===== config.mk =====
export PLATFORM = sky130hd
export DESIGN_NAME = perf_multi
export DESIGN_NICKNAME = d
export VERILOG_FILES = /design/src/rtl/perf_multi.sv
export SDC_FILE = /design/constraint.sdc
export NUM_CORES = 1
export LEC_CHECK = 0
export BUFFER_PORTS_ARGS = -buffer_cell sky130_fd_sc_hd__buf_2
export CAP_MARGIN = 0
export CORE_ASPECT_RATIO = 0.6
export CORE_MARGIN = 2
export CORE_UTILIZATION = 59
export DETAILED_ROUTE_END_ITERATION = 8
export PLACE_DENSITY = 0.87
export SLEW_MARGIN = 20
export SYNTH_ARGS = -nofsm -noshare
export SYNTH_HDL_FRONTEND = slang
export SYNTH_SLANG_ARGS = --single-unit

===== constraint.sdc =====
create_clock -name clk -period 6.45 [get_ports clk]
set_clock_uncertainty 0.1 [all_clocks]
set_input_delay 0.645 -clock clk [delete_from_list [all_inputs] [get_ports clk]]
set_output_delay 0.645 -clock clk [all_outputs]
set_load 0.02 [all_outputs]

===== src/rtl/perf_multi.sv =====
// Multi-channel performance monitor: total/active/idle/first-busy cycle counts plus
// per-channel event counts over a start/done window, with snapshot, abort and sticky overflow.
module perf_multi #(
    parameter int unsigned COUNTER_WIDTH = 32,
    parameter int unsigned NUM_EVENTS    = 4,
    parameter int unsigned SATURATE      = 1
) (
    input  logic                                clk,
    input  logic                                rst,
    input  logic                                start_pulse,
    input  logic                                done_pulse,
    input  logic                                abort_pulse,
    input  logic                                snapshot_req,
    input  logic                                busy_signal,
    input  logic [NUM_EVENTS-1:0]               event_in,
    output logic [COUNTER_WIDTH-1:0]            total_cycles_count,
    output logic [COUNTER_WIDTH-1:0]            active_cycles_count,
    output logic [COUNTER_WIDTH-1:0]            idle_cycles_count,
    output logic [COUNTER_WIDTH-1:0]            first_busy_count,
    output logic [NUM_EVENTS*COUNTER_WIDTH-1:0] event_counts,
    output logic [NUM_EVENTS+3:0]               overflow_flags,
    output logic                                measuring,
    output logic                                measurement_done,
    output logic                                snapshot_valid,
    output logic                                aborted
);

    localparam int unsigned W    = COUNTER_WIDTH;
    localparam int unsigned NE   = NUM_EVENTS;
    localparam int unsigned NF   = NUM_EVENTS + 4;
    localparam logic [W-1:0] ONES = '1;

    typedef enum logic {
        S_IDLE,
        S_MEASURING
    } state_t;

    state_t state, state_nxt;

    logic            do_clear, do_count, do_latch;
    logic            done_nxt, snap_nxt, abort_nxt;

    logic [W-1:0]    total_q, active_q, idle_q, fb_q;
    logic [W-1:0]    total_d, active_d, idle_d, fb_d;
    logic [W-1:0]    ev_q [NE];
    logic [W-1:0]    ev_d [NE];
    logic [NF-1:0]   ovf_q, ovf_d, hit;
    logic            seen_busy_q, seen_busy_d;
    logic            fb_inc;

    // One counter step: saturate or wrap when already all-ones.
    function automatic logic [W-1:0] bump(input logic [W-1:0] c, input logic inc);
        if (!inc) begin
            return c;
        end
        if (c == ONES) begin
            return (SATURATE != 0) ? ONES : '0;
        end
        return c + W'(1);
    endfunction

    // Next counter values for the current cycle, also used as the latch source.
    always_comb begin
        hit         = '0;
        fb_inc      = !seen_busy_q && !busy_signal;
        total_d     = bump(total_q, 1'b1);
        active_d    = bump(active_q, busy_signal);
        idle_d      = bump(idle_q, !busy_signal);
        fb_d        = bump(fb_q, fb_inc);
        hit[0]      = (total_q == ONES);
        hit[1]      = busy_signal && (active_q == ONES);
        hit[2]      = !busy_signal && (idle_q == ONES);
        hit[3]      = fb_inc && (fb_q == ONES);
        for (int i = 0; i < int'(NE); i++) begin
            ev_d[i]    = bump(ev_q[i], event_in[i]);
            hit[4 + i] = event_in[i] && (ev_q[i] == ONES);
        end
        ovf_d       = ovf_q | hit;
        seen_busy_d = seen_busy_q | busy_signal;
    end

    always_ff @(posedge clk) begin
        if (rst) begin
            state <= S_IDLE;
        end else begin
            state <= state_nxt;
        end
    end

    // Next state and control; abort beats done beats snapshot while measuring.
    always_comb begin
        state_nxt = state;
        do_clear  = 1'b0;
        do_count  = 1'b0;
        do_latch  = 1'b0;
        done_nxt  = 1'b0;
        snap_nxt  = 1'b0;
        abort_nxt = 1'b0;
        case (state)
            S_IDLE: begin
                if (start_pulse) begin
                    do_clear  = 1'b1;
                    state_nxt = S_MEASURING;
                end
            end
            S_MEASURING: begin
                do_count = 1'b1;
                if (abort_pulse) begin
                    abort_nxt = 1'b1;
                    state_nxt = S_IDLE;
                end else if (done_pulse) begin
                    do_latch  = 1'b1;
                    done_nxt  = 1'b1;
                    state_nxt = S_IDLE;
                end else if (snapshot_req) begin
                    do_latch = 1'b1;
                    snap_nxt = 1'b1;
                end
            end
            default: state_nxt = S_IDLE;
        endcase
    end

    // Live counters.
    always_ff @(posedge clk) begin
        if (rst || do_clear) begin
            total_q     <= '0;
            active_q    <= '0;
            idle_q      <= '0;
            fb_q        <= '0;
            ovf_q       <= '0;
            seen_busy_q <= 1'b0;
            for (int i = 0; i < int'(NE); i++) begin
                ev_q[i] <= '0;
            end
        end else if (do_count) begin
            total_q     <= total_d;
            active_q    <= active_d;
            idle_q      <= idle_d;
            fb_q        <= fb_d;
            ovf_q       <= ovf_d;
            seen_busy_q <= seen_busy_d;
            for (int i = 0; i < int'(NE); i++) begin
                ev_q[i] <= ev_d[i];
            end
        end
    end

    // Result registers and status pulses.
    always_ff @(posedge clk) begin
        if (rst) begin
            total_cycles_count  <= '0;
            active_cycles_count <= '0;
            idle_cycles_count   <= '0;
            first_busy_count    <= '0;
            event_counts        <= '0;
            overflow_flags      <= '0;
            measurement_done    <= 1'b0;
            snapshot_valid      <= 1'b0;
            aborted             <= 1'b0;
        end else begin
            measurement_done <= done_nxt;
            snapshot_valid   <= snap_nxt;
            aborted          <= abort_nxt;
            if (do_latch) begin
                total_cycles_count  <= total_d;
                active_cycles_count <= active_d;
                idle_cycles_count   <= idle_d;
                first_busy_count    <= fb_d;
                overflow_flags      <= ovf_d;
                for (int i = 0; i < int'(NE); i++) begin
                    event_counts[i*W +: W] <= ev_d[i];
                end
            end
        end
    end

    assign measuring = (state == S_MEASURING);

endmodule


Word level (Yosys, flattened, before mapping)
Memory sizes are Yosys's and may differ from the RTL's.
Index checks and enable logic that the tools add are counted.
{"block": "op_classes", "reduce_logical": 14, "eq_ne": 8, "addsub": 8, "bitwise_logic": 7, "n_mux": 67}
{"operator": "2-to-1 mux 32 bit", "count": 34}
{"operator": "adder 32 x 1 -> 32 bit (second input constant)", "count": 8}
{"operator": "== test 32 bit (second input constant)", "count": 8}
{"operator": "2-to-1 mux 1 bit", "count": 32}
{"operator": "logical AND 1 bit", "count": 8}
{"operator": "bitwise OR 8 bit", "count": 1}
{"operator": "bitwise OR 1 bit", "count": 5}
{"operator": "OR reduction 4 bit", "count": 1}
{"operator": "OR reduction 3 bit", "count": 1}
{"operator": "logical NOT 1 bit", "count": 2}
{"operator": "case mux 1 bit (2 select lines)", "count": 1}
{"operator": "OR reduction 2 bit", "count": 1}
{"operator": "logical OR 1 bit", "count": 1}
{"operator": "NOT 1 bit", "count": 1}
{"block": "word_totals", "input_bits": 11, "regBits": 405, "wordCells": 121, "out_inout_bits": 268, "n_memories": 1, "ram_bits": 128}
{"name": "ev_q", "depth": 4, "width": 32, "rd": 4, "rd_clocked_by_memory_dff": 0, "write_ports": 4, "line": "45", "source": "logic [W-1:0] ev_q [NE];"}

Longest topological paths before layout
{"block": "logic_depth", "word_depth": 6, "ltp_mapped": 12, "mapped_depth_nobuf": 8}

Worst setup path before layout
OpenSTA, ideal clock, no wires.
{"block": "synth_timing", "path_kind": "input to register", "startpoint": "in start_pulse", "endpoint": "reg fb_q[31]", "n_path_buf": 2, "required_time_ps": 6226, "arrival_ps": 5554, "slack_ps": 672, "stages": 8, "setup_ps": 124, "cell_sequence": "nand2_1 -> nand2b_1 -> clkbuf_1 -> nor2_1 -> inv_1 -> clkbuf_1 -> o21ai_0 -> o2bb2ai_1"}
{"block": "synth_via", "elab_chain_cells": 3}
{"item": "from (decl)", "line": "10", "source": "input logic start_pulse,"}
{"item": "2-to-1 mux 1 bit", "line": "101", "source": "if (start_pulse) begin"}
{"item": "2-to-1 mux 1 bit", "line": "99", "source": "case (state)"}
{"item": "logical OR 1 bit", "line": "126", "source": "if (rst || do_clear) begin"}
{"item": "to (signal assigned)", "line": "130", "source": "fb_q <= '0;"}
{"item": "to (signal assigned)", "line": "140", "source": "fb_q <= fb_d;"}
{"item": "to (decl)", "line": "43", "source": "logic [W-1:0] total_q, active_q, idle_q, fb_q;"}
Every way passes these cells.
A chain may end at the register's enable or synchronous reset.

Final worst setup path
{"block": "layout_timing", "startpoint": "reg active_q[0]", "endpoint": "reg active_cycles_count[13]"}
{"block": "layout_via", "elab_chain_cells": 5, "elab_cells_between_ends": 7, "cone_classes": "add/sub: 1; eq/ne: 1; mux: 5"}
{"item": "from (decl)", "line": "43"}
{"item": "from (signal assigned)", "line": "138", "source": "active_q <= active_d;"}
{"item": "parallel branches: the longest is 3 deep, another holds adder 32 x 1 -> 32 bit"}
{"item": "2-to-1 mux 32 bit (*)", "line": "59", "source": "return c + W'(1);"}
{"item": "2-to-1 mux 32 bit (*)", "line": "56", "source": "if (c == ONES) begin"}
{"item": "to (signal assigned)", "line": "167", "source": "active_cycles_count <= active_d;"}
{"item": "to (decl)", "line": "17", "source": "output logic [COUNTER_WIDTH-1:0] active_cycles_count,"}
Mark *: on every way between the ends. The select of a mux whose other input is x is not followed.

==> metrics <==
outcome finished clean; Slew Limit Headroom 0.2413; sw power 1.820 mW; root buf cell clkbuf_16; setup slack after layout 2.852 ns; CP Launch Type register; post_cts resized 0; setup TNS 0 ns; number of synthesized flops with an enable pin 128; Post-CTS Setup Inserts 0; wire length per cell 19.53 um; Setup Crit Path Kind register to register; # setup viols final 0; Starting Density 0.6031; area delta synth->final 11.49%; final hold vios 0; final wirelength 70,180 um; I/O pins 279; fin crit share 0.5578; Pleak 10.67 nW; CTS H-tree lvls 2; Core Region 0.04224 mm^2; DPL Wire Length 47,230 um; Vias 22,660; yosys warns 0; Mapped Cells 2,843; first-pass GRT wire length 109,700 um; Post-Syn Nets 2,862; final slew viol count 0; initial DRC count 2,490; drt via density 6.307; P_int 5.291 mW; Final Wtd Congestion 0.9319; CTS Buf Count 48; clk sinks 533; pin count of the biggest net entering global routing 152; switching share of power 0.2559; area leader, netlist dfxtp_1; CTS Hold Bufs 0; Clock Power Share 0.397; Critical Path AT 3.99 ns; chip width 272.2 um; Remaining DRCs 0; tightest hold margin 0.2140 ns; Total GRT Usage 0.2991; Worst-Skew Late Latency 0.57 ns; post-route minimum period 3.598 ns; CTS tree done; Post-Syn Area per Cell 8.960 um^2; Clk pin slew, worst setup/hold paths 0.06 ns; die height 164.9 um; area share of the largest cell type after synthesis 0.3183; initial antenna violation count 1; Critical Path RT 6.84 ns; mapped cell area 0.02547 mm^2; fmax 278.0 MHz; ys async rst share 0; share of cells above drive strength 1 0.1543; Comb power frac 0.087; Clock Path Buffers 3; CP Max Fanout 21; number of synthesized register bits 533; Synth cell types 76; PortBufs 278; router iterations before antenna repair 7; ranking of synthesized cells by area dfxtp_1, edfxtp_1, nor2_1; # fillers 3,379; Setup Slack @ Placement 2.601 ns; sequential-to-total area share from yosys stat 0.4692; Max Cap Viol 0; P per Cell Area 250.4 mW/mm^2; Synth Flop Type dfxtp_1; CP Capture Type register; total die area 0.04491 mm^2; worst slew pin tran 1.128 ns; Min-Delay Path Class input port to register; vias in the first global route 20,790; VDD IR max 0.0002052 V; number of nets with antenna violations after routing 0; RSZ-0062 raised after global routing no; share of power burned in registers 0.516; GRT Residual Overflow 0; FP Rows 58; fin nets 3,003
kinds of logic after synthesis:
group                      after synthesis  synth area share
muxes                                   14          0.005501
xor gates and xnor gates               201           0.06911
and+or+nand+nor                       1128            0.2193
DFF                                    533            0.4692
AOI/OAI and AO/OA                      703            0.1892
buffers and inverters                  256           0.04372
adders and majority gates                8          0.003930
cells in the final DEF (no fill, tap or decap), types with 14 or more instances in the layout:
cell       Yosys  routed
o31ai_1       19      19
xnor2_1      109     109
edfxtp_1     128     128
dfxtp_1      405     405
nand2_1      212     212
clkbuf_16      0      51
nor3_1        53      53
and4_1        43      43
xor2_1        92      92
buf_2         33     277
a21oi_1      159     158
o21ai_0      177     177
a311oi_1      54      54
a211oi_1      93      93
nor2_1       448     446
a211oi_2      50      50
a21o_1        14      14
or3_1         14      14
nand3_1      119     119
a22o_1        47      47
inv_1         52      51
nand4_1       76      76
and3_1        59      59
nor4_1        16      16
o22ai_1       29      29
mux2i_1       14      14
critical path, cell delays in order, from the launching register on:
cell     delay (ns)
dfxtp_1        0.45
ha_1           0.34
nand4_1        0.40
nor4_2         0.56
nand3_1        0.73
buf_4          0.47
nand2_1        0.22
o22ai_1        0.13
nor2_1         0.11
power groups by stage:
stage	combinational [mW]	clock, mW	sequential [mW]
finish	0.618	2.82	3.67
global placement	0.592	0	3.73
global route	0.667	2.99	3.68
floorplan	0.341	0	3.81
detailed placement	0.610	0	3.74
CTS	0.614	2.85	3.67
synth_stat cells, types with 4 or more instances:
library cell  instances
nor3_1               53
a31oi_1               9
or2_2                 4
o211a_1               5
nor4_1               16
nor2_1              448
inv_1                52
a21oi_1             159
nand2b_1             14
and3_1               59
o22ai_1              29
o211ai_1             11
o21ai_0             177
xnor2_1             109
a211oi_1             93
nand2_1             212
nand3_1             119
dfxtp_1             405
buf_6                11
nor4_4                6
a21o_1               14
and4_1               43
or3_1                14
o21a_1                6
buf_1                 7
o21ai_1               5
o31ai_1              19
buf_2                33
buf_4                 7
o2bb2ai_1             5
ha_1                  8
mux2i_1              14
nand4_1              76
clkbuf_1            143
a22o_1               47
a311oi_1             54
a211oi_2             50
nand4_2               6
nand3b_1             11
and2_1               13
xor2_1               92
edfxtp_1            128
flip-flops by register name, indices dropped and copies added, names as in the netlist, 8 cells and up:
signal	flops
fb_q	32
idle_cycles_count	32
idle_q	32
total_q	32
ev_q	128
active_q	32
event_counts	128
total_cycles_count	32
overflow_flags	8
active_cycles_count	32
first_busy_count	32
ovf_q	8
through the flow:
step / std cells / total power [mW] / utilization / instance area, um^2
after floorplan: 2843 / 4.149 / - / 25470
after global placement: 3504 / 4.323 / 0.6360 / 26860
after detailed placement: 3504 / 4.349 / 0.6360 / 26860
after CTS: 3591 / 7.128 / 0.6721 / 28390
after global routing: 3592 / 7.343 / 0.6723 / 28400
final: 3593 / 7.111 / 0.6724 / 28400
layout make-up:
class,count,area (um^2),share of cell area
multi-input combinational,2054,12450,0.4383
sequential,533,11950,0.4208
timing repair buffer,294,1550,0.05459
clock buffer,68,1430,0.05036
tap,570,713.2,0.02511
inverter,53,206.4,0.007270
clock inverter,19,93.84,0.003304
antenna,2,5.005,0.0001762
layer usage:
| layer | track usage | share of wire |
|---|---|---|
| met2 | 0.4581 | 0.44 |
| met1 | 0.4265 | 0.44 |
| met5 | 0 | 0 |
| met3 | 0.04507 | 0.078 |
| met4 | 0.1184 | 0.038 |
final timing paths:
| check | start | endpoint | slack, ns | cells past startpoint |
|---|---|---|---|---|
| setup / recovery | active_q[0] | active_cycles_count[13] | 2.85 | 8 |
| hold reg to reg | event_counts[84] | event_counts[84] | 0.35 | 2 |
| hold / removal | abort_pulse | measurement_done | 0.21 | 2 |
| setup reg to reg | active_q[0] | active_cycles_count[13] | 2.85 | 8 |
Note: power is estimated with default switching activity, not from simulation.
